## src/rtl/reg_write_arbiter_pkg.sv

```systemverilog
`default_nettype none
// ============================================================================
// Module   : reg_write_arbiter_pkg
// Brief    : Shared sizes and grant encodings for the write-back arbiter.
// Revision : 1.0
// ============================================================================
package reg_write_arbiter_pkg;

    localparam int unsigned c_DATA_W   = 8;
    localparam int unsigned c_NUM_REGS = 4;
    localparam int unsigned c_ADDR_W   = 2;

    // Encoding of the round-robin "last granted" pointer
    localparam logic c_GNT_ALU = 1'b0;
    localparam logic c_GNT_MEM = 1'b1;

    typedef enum logic [1:0] {
        GRANT_NONE = 2'b00,
        GRANT_ALU  = 2'b01,
        GRANT_MEM  = 2'b10
    } grant_e;

endpackage : reg_write_arbiter_pkg
`default_nettype wire

```

## src/rtl/reg_write_arbiter_wb_slot.sv

```systemverilog
`default_nettype none
// ============================================================================
// Module   : wb_slot
// Brief    : One-entry request holding register with valid/ready and pop.
// Revision : 1.0
// ============================================================================
module wb_slot #(
    parameter int unsigned DATA_W = 8,
    parameter int unsigned ADDR_W = 2
) (
    input  logic              clk,
    input  logic              rst_n,
    input  logic              i_valid,
    output logic              o_ready,
    input  logic [ADDR_W-1:0] i_addr,
    input  logic [DATA_W-1:0] i_data,
    input  logic              i_pop,
    output logic              o_full,
    output logic [ADDR_W-1:0] o_addr,
    output logic [DATA_W-1:0] o_data
);

    logic              r_full;
    logic [ADDR_W-1:0] r_addr;
    logic [DATA_W-1:0] r_data;
    logic              w_accept;

    // A slot being drained this cycle can take a new entry on the same edge
    assign o_ready  = !r_full || i_pop;
    assign w_accept = i_valid && o_ready;

    always_ff @(posedge clk or negedge rst_n) begin
        if (!rst_n) begin
            r_full <= 1'b0;
            r_addr <= '0;
            r_data <= '0;
        end else begin
            if (w_accept) begin
                r_full <= 1'b1;
                r_addr <= i_addr;
                r_data <= i_data;
            end else if (i_pop) begin
                r_full <= 1'b0;
            end
        end
    end

    assign o_full = r_full;
    assign o_addr = r_addr;
    assign o_data = r_data;

endmodule : wb_slot
`default_nettype wire

```

## src/rtl/reg_write_arbiter.sv

```systemverilog
`default_nettype none
// ============================================================================
// Module   : reg_write_arbiter
// Brief    : Round-robin write-back arbiter (ALU vs load) driving a one-hot
//            register write strobe and shared data bus.
// Revision : 1.0
// ============================================================================
module reg_write_arbiter
    import reg_write_arbiter_pkg::*;
#(
    parameter int unsigned DATA_W   = c_DATA_W,
    parameter int unsigned NUM_REGS = c_NUM_REGS,
    parameter int unsigned ADDR_W   = c_ADDR_W
) (
    input  logic                clk,
    input  logic                rst_n,
    input  logic                i_alu_valid,
    output logic                o_alu_ready,
    input  logic [ADDR_W-1:0]   i_alu_addr,
    input  logic [DATA_W-1:0]   i_alu_data,
    input  logic                i_mem_valid,
    output logic                o_mem_ready,
    input  logic [ADDR_W-1:0]   i_mem_addr,
    input  logic [DATA_W-1:0]   i_mem_data,
    output logic [NUM_REGS-1:0] o_wr,
    output logic [DATA_W-1:0]   o_data,
    output logic                o_busy
);

    logic                w_alu_full;
    logic [ADDR_W-1:0]   w_alu_addr;
    logic [DATA_W-1:0]   w_alu_data;
    logic                w_mem_full;
    logic [ADDR_W-1:0]   w_mem_addr;
    logic [DATA_W-1:0]   w_mem_data;

    grant_e              w_grant;
    logic                w_pop_alu;
    logic                w_pop_mem;
    logic [ADDR_W-1:0]   w_sel_addr;
    logic [DATA_W-1:0]   w_sel_data;
    logic [NUM_REGS-1:0] w_wr_dec;

    logic                r_last;
    logic [NUM_REGS-1:0] r_wr;
    logic [DATA_W-1:0]   r_data;

    wb_slot #(
        .DATA_W (DATA_W),
        .ADDR_W (ADDR_W)
    ) u_slot_alu (
        .clk     (clk),
        .rst_n   (rst_n),
        .i_valid (i_alu_valid),
        .o_ready (o_alu_ready),
        .i_addr  (i_alu_addr),
        .i_data  (i_alu_data),
        .i_pop   (w_pop_alu),
        .o_full  (w_alu_full),
        .o_addr  (w_alu_addr),
        .o_data  (w_alu_data)
    );

    wb_slot #(
        .DATA_W (DATA_W),
        .ADDR_W (ADDR_W)
    ) u_slot_mem (
        .clk     (clk),
        .rst_n   (rst_n),
        .i_valid (i_mem_valid),
        .o_ready (o_mem_ready),
        .i_addr  (i_mem_addr),
        .i_data  (i_mem_data),
        .i_pop   (w_pop_mem),
        .o_full  (w_mem_full),
        .o_addr  (w_mem_addr),
        .o_data  (w_mem_data)
    );

    // Contested cycles go to whichever producer did not win the last grant
    always_comb begin
        w_grant = GRANT_NONE;
        if (w_alu_full && w_mem_full) begin
            w_grant = (r_last == c_GNT_ALU) ? GRANT_MEM : GRANT_ALU;
        end else if (w_alu_full) begin
            w_grant = GRANT_ALU;
        end else if (w_mem_full) begin
            w_grant = GRANT_MEM;
        end
    end

    assign w_pop_alu  = (w_grant == GRANT_ALU);
    assign w_pop_mem  = (w_grant == GRANT_MEM);
    assign w_sel_addr = w_pop_mem ? w_mem_addr : w_alu_addr;
    assign w_sel_data = w_pop_mem ? w_mem_data : w_alu_data;

    // Indices beyond the bank decode to no strobe, so such requests vanish
    for (genvar k = 0; k < NUM_REGS; k++) begin : g_wr_dec
        assign w_wr_dec[k] = (w_grant != GRANT_NONE) && (int'(w_sel_addr) == k);
    end

    always_ff @(posedge clk or negedge rst_n) begin
        if (!rst_n) begin
            r_wr   <= '0;
            r_data <= '0;
            r_last <= c_GNT_ALU;
        end else begin
            r_wr <= w_wr_dec;
            if (w_grant != GRANT_NONE) begin
                r_data <= w_sel_data;
                r_last <= w_pop_mem ? c_GNT_MEM : c_GNT_ALU;
            end
        end
    end

    assign o_wr   = r_wr;
    assign o_data = r_data;
    assign o_busy = w_alu_full || w_mem_full || (|r_wr);

endmodule : reg_write_arbiter
`default_nettype wire

```

## config.mk

```make
export PLATFORM = sky130hd
export DESIGN_NAME = reg_write_arbiter
export DESIGN_NICKNAME = d
export VERILOG_FILES = /design/src/rtl/reg_write_arbiter_pkg.sv /design/src/rtl/reg_write_arbiter_wb_slot.sv /design/src/rtl/reg_write_arbiter.sv
export SDC_FILE = /design/constraint.sdc
export NUM_CORES = 1
export LEC_CHECK = 0
export CORE_UTILIZATION = 49
export CTS_BUF_LIST = sky130_fd_sc_hd__clkbuf_2
export DETAILED_ROUTE_END_ITERATION = 6
export PLACE_DENSITY_LB_ADDON = 0.08
export SLEW_MARGIN = 20
export SYNTH_ARGS = -nofsm -noshare
export SYNTH_HDL_FRONTEND = slang
export SYNTH_SLANG_ARGS = --single-unit
```

## constraint.sdc

```tcl
create_clock -name clk -period 1.7 [get_ports clk]
set_input_delay 0.51 -clock clk [delete_from_list [all_inputs] [get_ports clk]]
set_output_delay 0.51 -clock clk [all_outputs]
set_load 0.02 [all_outputs]
```

==> key figures <==
Run status
  • Run status: complete, but fails checks
  • Violated checks: negative setup slack

Clock network
  • Number of buffers created by CTS: 5
  • Hold-fix buffers, CTS: 0
  • Maximum level of the CTS H-tree: 2
  • Clock latency reported for the late side of the worst-skew pair: approximately 0.37 ns
  • Clock transition at path regs: 0.16 ns
  • CTS root buffer: sky130_fd_sc_hd__clkbuf_2
  • Clock tree from TritonCTS: done
  • Number of buffers between clock root and the deepest sink: 2
  • Number of clock sinks: 35

Synth
  • Share of Yosys cell area claimed by the top area cell type: 0.623
  • Cell Area, Synth: around 1400 sq um
  • Avg Cell Area, Syn: about 13 sq um
  • Total of flip-flops plus latches after synthesis: 35
  • Synth cell types: 18
  • Cell accounting for the most synthesized area: sky130_fd_sc_hd__dfrtp_1
  • Share of the yosys chip area belonging to registers: 0.623
  • Synthesized netlist net count: 130
  • Largest cells by area after synthesis: sky130_fd_sc_hd__dfrtp_1 (62%), sky130_fd_sc_hd__mux2_2 (17%), sky130_fd_sc_hd__a32oi_1 (4.4%)
  • Number of instances in the synthesized netlist: around 110
  • Warning count from the yosys run: 0

Power and ir drop
  • Post-layout power: 2700 uW
  • Combinational Power Share: 0.401
  • Share of power burned in registers: 0.469
  • Net switching power: ~1000 uW
  • Switching power share of the total: 0.369
  • Clock network fraction of design power: 0.130
  • Int Pwr: between 1500 and 2000 uW
  • Max VDD drop: 1.03 mV
  • Leakage power summed over all cells: 0.000863 uW
  • Power Dens Cells: ~1400 nW/um^2

Finish
  • Area of the multi-input gates: 510 sq um
  • Number of nets at the end of the flow: 181
  • Number of filler cells placed in the layout: 217
  • Relative area change from synthesis to final layout: 35.0%
  • Leading cell type in the layout, fill and taps excluded: sky130_fd_sc_hd__dfrtp_1
  • Count of inserted antenna diode cells: 0
  • Most frequent cells in the layout: sky130_fd_sc_hd__dfrtp_1 (35), sky130_fd_sc_hd__clkdlybuf4s50_1 (23), sky130_fd_sc_hd__mux2_2 (21)
  • Layout cells sized above 1: 0.287
  • Cell area after layout: 1900 sq um
  • Area used by sequential logic in the layout: 876 sq um

Worst hold path
  • Worst min path class: in -> async

Timing
  • Worst Max-Slew Pin Slew: 0.380 ns
  • Crit share post-route: 1.06
  • Final min period: ~1.8 ns
  • Skew final: 0.00402 ns
  • Hold violation total from the final report: 0
  • Max-slew headroom: 0.747
  • Maximum frequency from static timing analysis: 555 MHz
  • RSZ-0062 raised after global routing: true
  • Slew Viols, Final: 0
  • Crit path setup slack, layout: -0.101 ns
  • Number of setup violations in the final report: 2

Floorplan
  • Area inside the core boundary: between 2000 and 3000 sq um
  • Initial core utilization: 0.514
  • Total Die Area: between 3000 and 4000 sq um
  • Die Height: 55.6 um
  • Number of placement rows: 19
  • Width of the die: 55.6 um
  • Number of top-level pins: 39

Setup path
  • WP data required: 1.19 ns
  • R2R depth: 4
  • Sequence of cells on the critical path: nor4_2, nand2_1, buf_2
  • Biggest cell delay along the critical path: 0.42 ns
  • Critical Path Source Type: register
  • Largest delay contributor family on the critical path: flip-flops
  • Worst Path Buf+Inv: 1
  • CP Capture Type: primary output
  • Startpoint of the worst register-to-register path: u_slot_alu.o_full
  • Crit path max fanout: 2
  • Worst setup endpoint: o_busy
  • Cell depth of the worst setup path: 3
  • Arrival @ worst endpoint: 1.29 ns
  • Launch point of the critical path: o_wr[2]
  • Flop2flop setup slack: between 0.2 and 0.3 ns
  • Endpoint of the worst register-to-register path: u_slot_mem.o_data[3]
  • Cell type of the slowest stage on the worst timing path: sky130_fd_sc_hd__dfrtp_1
  • Crit Path Category: reg -> out

GRT
  • Total congestion overflow after global routing: 0
  • Number of global-route vias before repair: 1,046
  • All-Layer GR Usage: 0.213
  • Maximum number of pins on one net before global-route repair: 36
  • Antenna violations before repair: 0
  • First-pass GRT wire length: 4930 um

Drt
  • Post-route antenna net violation count: 0
  • Post-route DRC: 0
  • Count of vias placed by the detailed router: 1,039
  • Average wire length per cell after detail routing: 15.5 um
  • Initial drt markers: 24
  • Drt via density: about 5.5
  • DRT Wirelength: 2910 um
  • Iteration count of the initial detailed-routing pass: 4

Place
  • Post-place instance area: 1880 sq um
  • Detailed placer's ending HPWL: 2000 um
  • Buffers on Ports: 38
  • Weighted congestion reported at the end of routability-driven placement: between 0.6 and 0.7

Run
  • Max-cap viol count: 0
cells by family after synthesis:
logic type / after synthesis / synth area share
compound gates: 14 / 0.0855
buf+inv: 6 / 0.0178
flops: 35 / 0.623
mux: 21 / 0.168
simple gates: 30 / 0.105
stage by stage:
stage / std cells / util / setup TNS (ns) / hold WS, ns / setup slack, ns
floorplan: 106 / - / 0 / 0.214 / 0.244
global placement: 180 / 0.689 / -0.0356 / 0.467 / -0.0356
detailed placement: 180 / 0.689 / -0.0619 / 0.473 / -0.0619
CTS: 188 / 0.694 / -0.141 / 0.474 / -0.130
global route: 188 / 0.694 / -0.241 / 0.470 / -0.167
finish: 188 / 0.694 / -0.102 / 0.481 / -0.101
cell usage after synthesis:
| cell type | instances |
|---|---|
| sky130_fd_sc_hd__a21bo_2 | 1 |
| sky130_fd_sc_hd__a32oi_1 | 7 |
| sky130_fd_sc_hd__buf_2 | 2 |
| sky130_fd_sc_hd__clkbuf_1 | 1 |
| sky130_fd_sc_hd__dfrtp_1 | 35 |
| sky130_fd_sc_hd__inv_1 | 3 |
| sky130_fd_sc_hd__mux2_2 | 21 |
| sky130_fd_sc_hd__nand2_1 | 9 |
| sky130_fd_sc_hd__nand2_2 | 3 |
| sky130_fd_sc_hd__nand2b_1 | 2 |
| sky130_fd_sc_hd__nand3_1 | 10 |
| sky130_fd_sc_hd__nand3b_1 | 1 |
| sky130_fd_sc_hd__nor2_1 | 3 |
| sky130_fd_sc_hd__nor4_1 | 1 |
| sky130_fd_sc_hd__o21a_1 | 1 |
| sky130_fd_sc_hd__o22ai_1 | 1 |
| sky130_fd_sc_hd__o32ai_1 | 4 |
| sky130_fd_sc_hd__or2b_1 | 1 |
sequential cells by signal (all words and copies together), names as in the netlist:
register and count:
u_slot_alu.o_full 1, u_slot_alu.o_data 8, o_wr 4, u_slot_mem.o_addr 2
u_slot_alu.o_addr 2, u_slot_mem.o_full 1, r_last 1, u_slot_mem.o_data 8
o_data 8
cell type report:
class	instances	area share
inverter	3	0.00594
timing repair buffer	47	0.225
sequential	35	0.462
clock inverter	2	0.00462
tap	31	0.0204
multi-input combinational	65	0.269
clock buffer	5	0.0132
worst register-to-register path: stages (launching register included):
cell	delay, ns
sky130_fd_sc_hd__dfrtp_1	0.45
sky130_fd_sc_hd__nand3_1	0.12
sky130_fd_sc_hd__buf_4	0.15
sky130_fd_sc_hd__nand2_2	0.24
sky130_fd_sc_hd__mux2_2	0.38
power groups by stage:
stage | Sequential (uW) | Clock, uW | Combinational (uW)
detailed placement | 1290 | 0 | 1190
global placement | 1270 | 0 | 1160
floorplan | 1420 | 0 | 490
finish | 1270 | 352 | 1080
CTS | 1260 | 364 | 1090
global route | 1300 | 396 | 1170
routing by layer:
layer	part of all wire	track usage
met2	0.48	0.337
met3	0.064	0.0585
met5	0	0
met4	0.019	0.118
met1	0.43	0.265
worst min-delay path by stage:
stage / start / endpoint / slack (ns) / depth (start not counted)
after floorplan: rst_n / o_data[0] / 0.21 / 0
after global placement: o_data[0] / o_data[0] / 0.47 / 2
after detailed placement: o_data[3] / o_data[3] / 0.47 / 2
after CTS: rst_n / o_data[6] / 0.47 / 2
after global routing: rst_n / o_data[6] / 0.47 / 2
final: rst_n / u_slot_mem.o_data[1] / 0.48 / 2
repair_timing:
action                                  in CTS  in global routing
resized for setup                           26                  2
gates cloned                                 0                  0
buffers inserted                             1                  0
pin swaps                                    1                  0
endpoints found under the setup margin      15                  3
No activity file was read; power rests on OpenSTA's default activity.
